[src/rtl/crc_pkg.sv]
// Shared constants and types for the serial CRC generator/checker pair.
package crc_pkg;

    localparam int         CRC_WIDTH_DEF = 8;
    localparam logic [7:0] POLY_DEF      = 8'h07;

    typedef enum logic [1:0] {
        ST_IDLE  = 2'd0,
        ST_DATA  = 2'd1,
        ST_CHECK = 2'd2,
        ST_DONE  = 2'd3
    } chk_state_t;

endpackage

[src/rtl/crc_lfsr.sv]
// Serial data-into-LSB CRC LFSR with clear and enable, shared by the CRC generator and checker.
module crc_lfsr
    import crc_pkg::*;
#(
    parameter int                   CRC_WIDTH  = CRC_WIDTH_DEF,
    parameter logic [CRC_WIDTH-1:0] POLYNOMIAL = CRC_WIDTH'(POLY_DEF)
) (
    input  logic                 clk,
    input  logic                 rst_n,
    input  logic                 clr,
    input  logic                 en,
    input  logic                 din,
    output logic [CRC_WIDTH-1:0] value
);

    logic [CRC_WIDTH-1:0] lfsr_reg;
    logic [CRC_WIDTH-1:0] base;
    logic [CRC_WIDTH-1:0] step_next;

    // A clear with enable restarts from zero and consumes the bit in the same cycle.
    assign base = clr ? '0 : lfsr_reg;

    genvar gi;
    generate
        for (gi = 0; gi < CRC_WIDTH; gi++) begin : g_step
            if (gi == 0) begin : g_lsb
                assign step_next[gi] = din ^ (base[CRC_WIDTH-1] & POLYNOMIAL[gi]);
            end else begin : g_upper
                assign step_next[gi] = base[gi-1] ^ (base[CRC_WIDTH-1] & POLYNOMIAL[gi]);
            end
        end
    endgenerate

    always_ff @(posedge clk or negedge rst_n) begin
        if (!rst_n) begin
            lfsr_reg <= '0;
        end else if (en) begin
            lfsr_reg <= step_next;
        end else if (clr) begin
            lfsr_reg <= '0;
        end
    end

    assign value = lfsr_reg;

endmodule

[config.mk]
export PLATFORM = sky130hd
export DESIGN_NAME = crc_lfsr
export DESIGN_NICKNAME = d
export VERILOG_FILES = /design/src/rtl/crc_pkg.sv /design/src/rtl/crc_lfsr.sv
export SDC_FILE = /design/constraint.sdc
export NUM_CORES = 1
export LEC_CHECK = 0
export ABC_AREA = 1
export CAP_MARGIN = 5
export CORE_AREA = 5 5 42 44
export DETAILED_ROUTE_END_ITERATION = 8
export DIE_AREA = 0 0 47 49
export REMOVE_ABC_BUFFERS = 1
export SYNTH_ARGS = -nofsm -noshare
export SYNTH_HDL_FRONTEND = slang
export SYNTH_SLANG_ARGS = --single-unit
[constraint.sdc]
create_clock -name clk -period 2 [get_ports clk]
set_input_delay 0.2 -clock clk [delete_from_list [all_inputs] [get_ports clk]]
set_output_delay 0.2 -clock clk [all_outputs]
set_load 0.02 [all_outputs]
After elaboration in Yosys (flattened, before gate mapping):

Index checks and enable logic that the tools add are counted.

* mux-type cells: 2
* bitwise logic cells: 3

Operators by type and width (number)
* $mux 8: 2
* $xor 1x1->1: 3

* logic and storage cells: 6
* flip-flop bits (word level): 8
* output and inout bits: 8
* bits of input ports: 5

Logic depth before layout (Yosys ltp):

* depth in word-level cells: 3
* depth in mapped cells: 5
* gate-level depth less buffers: 5

Worst setup path after synthesis:

OpenSTA, ideal clock, no wires.

* path type: register -> register
* start: register lfsr_reg[7], in the netlist value[7]
* end: register lfsr_reg[2], in the netlist value[2]
* data arrival time: 0.789 ns
* data required time: 1.883 ns
* path buffers: 0
* period minus slack after synthesis: 0.906 ns
* library setup time: 0.117 ns
* cell stages (with the launch flop): 6
* path slack: 1.094 ns
* path through: dfrtp_1 > inv_1 > nand3_1 > nand2_1 > nand2_1 > nand2_1

* word-level cells in the longest chain between the ends: 3

RTL lines
* start: declaration: RTL line crc_lfsr.sv:16 `logic [CRC_WIDTH-1:0] lfsr_reg;`
* start signal: assignment: RTL line crc_lfsr.sv:38 `lfsr_reg <= step_next;`
* $mux 8
* $xor 1x1->1: RTL line crc_lfsr.sv:29 `assign step_next[gi] = base[gi-1] ^ (base[CRC_WIDTH-1] & POLYNOMIAL[gi]);`
* $mux 8: RTL line crc_lfsr.sv:37 `end else if (en) begin`

No other way between the ends.

Worst setup path after layout:

* start: register lfsr_reg[7], in the netlist value[7]
* end: output port value[7]

RTL lines
* end: declaration: RTL line crc_lfsr.sv:13 `output logic [CRC_WIDTH-1:0] value`

No word-level cell between the ends.

==> flow_summary.yaml <==
cts:
  cts_tree: "built"
  numCtsBuffers: 3
  cts_sinks: 8
  clk_latency_ns: 0.26
  root_buffer: "clkbuf_4"
  cts.path.max_buffers: 2
  postCtsSetupBuffers: 0
  cts_hold_buffers: 0
  postCtsResizedCells: 0
  htree_levels: 1
  clkTransAtPathRegs_ns: 0.06
floorplan:
  rows: 14
  fp.coreArea_um2: 1400
  die-area_um2: 2300
  initial_core_util_pct: 28.5
  die_h_um: 49
  fp.dieW_um: 47
  io-pin-count: 13
synth:
  seq_area_frac_synth_pct: 50.2
  synthCells: 46
  yosys_register_bits: 8
  yosys_warnings: 0
  syn-cell-area_um2: 399
  avgSynthCellArea_um2: 8.68
  ys_types: 9
placement:
  routabilityCongestion: 0.708
  port_buffers: 12
timing:
  skew_ns: 0.00858
  rsz0062_at_grt: "false"
  finalHoldViolations: 0
  worst-slew-pin-transition_ns: 0.392
  fin_crit_ns: 1.52
  fmax_mhz: 660
  maxSlewHeadroom_pct: 73.8
  period_share_pct: 75.8
  slew_violations: 0
  finalSetupTns_ns: 0
  final-setup-viol-count: 0
global_route:
  overflow: 0
  grt_pass1_wl_um: 1320
  track_usage_pct: 8.29
  first_global_vias: 295
  grt_max_degree: 17
  antenna_found_initial: 0
route:
  vias: 343
  finalWirelength_um: 889
  via_per_inst: 4.57
  drc_errors: 0
  firstDrtPassIters: 4
  drtAntennaViolNets: 0
  wl_per_cell_um: 11.9
  drt_iter0_markers: 5
setup_path:
  rr_endpoint: "value[2]"
  crit_path_start: "value[7]"
  path_cells: "clkdlybuf4s50_1"
  crit_buf_inv: 1
  path_max_fanout: 6
  rr_worst_depth: 5
  r2r-start: "value[7]"
  crit_slowest_cell: "clkdlybuf4s50_1"
  crit_required_ns: 1.80
  cp-end-kind: "output pin"
  cpPeakStageDelay_ns: 0.64
  timing_worst_setup_path_type: "flip-flop to output pin"
  crit_arrival_ns: 1.32
  rrSetupSlack_ns: 1.13
  path_delay_family: "buffers and inverters"
  worst_setup_path_start_kind: "flip-flop"
cells_and_area:
  layout-drive-gt1-share_pct: 11.9
  layout_common_cells: "nand3_1, clkdlybuf4s50_1, nand2_1, dfrtp_1, o21ai_1"
  area_growth_pct: 34.5
  final_common_cell: "nand3_1"
  largest_reg_flops: 8
  antenna_cells: 0
  final_util_pct: 38.3
  final_nets: 66
power_and_ir_drop:
  peakVddDrop_mv: 0.328
  p_leak_nw: 0.259
  p_per_area_nw_per_um2: 618
min_path:
  min_path_type: "input port to asynchronous set/reset pin"
status:
  status: "complete, no violations"
flow_run:
  drv_cap: 0
==> where the power goes <==
part | leakage, nW | internal, mW | switching (mW) | total (mW)
sequential | 0.110 | 0.165 | 0.00355 | 0.169
clock | 0.0138 | 0.0687 | 0.0549 | 0.124
combinational | 0.136 | 0.0165 | 0.0229 | 0.0394
==> layer usage <==
layer,vias to the layer above,global-route usage (%),share of wire (%)
li1,179,-,-
met1,145,13.2,53
met2,15,7.69,36
met3,4,3.32,8.1
met4,0,6.91,1.8
met5,-,0,0
==> Yosys cell counts <==
| master | n | share of area [%] |
|---|---|---|
| inv_2 | 2 | 1.9 |
| buf_12 | 1 | 5.0 |
| buf_2 | 1 | 1.3 |
| o21ai_1 | 5 | 6.3 |
| inv_1 | 4 | 3.8 |
| dfrtp_1 | 8 | 50 |
| nand3_1 | 14 | 18 |
| nand2_4 | 2 | 5.6 |
| nand2_1 | 9 | 8.5 |
==> worst max-delay path by stage <==
| stage | slack (ns) | end | cells past startpoint |
|---|---|---|---|
| CTS | 0.48 | value[7] | 1 |
| detailed placement | 0.72 | value[6] | 4 |
| finish | 0.48 | value[7] | 1 |
| floorplan | 1.10 | value[2] | 5 |
| global placement | 0.75 | value[6] | 4 |
| global route | 0.41 | value[7] | 1 |
==> final cells by class <==
| class | instances | area, um2 |
|---|---|---|
| inverter | 6 | 22.5 |
| clock buffer | 3 | 22.5 |
| tap | 16 | 20.0 |
| multi-input combinational | 30 | 151 |
| fill | 161 | 865 |
| timing repair buffer | 12 | 120 |
| sequential | 8 | 200 |
==> metrics by stage <==
step	worst slack, ns	std cells	power (mW)	instance area, um2	hold WS (ns)
after global routing	0.409	75	0.352	537	0.248
after global placement	0.752	72	0.211	514	0.514
after CTS	0.476	75	0.337	537	0.237
final	0.484	75	0.332	537	0.231
after floorplan	1.10	44	0.188	374	-0.0956
after detailed placement	0.723	72	0.211	514	0.518
==> kinds of logic (layout without fill, tap and decap cells) <==
kind of cell | Yosys count | in the layout | share of synthesized area, %
buffers and inverters | 8 | 21 | 11.9
and+or+nand+nor | 25 | 25 | 31.7
AOI/OAI and AO/OA | 5 | 5 | 6.27
DFF | 8 | 8 | 50.2
(Power assumes the default switching activity.)
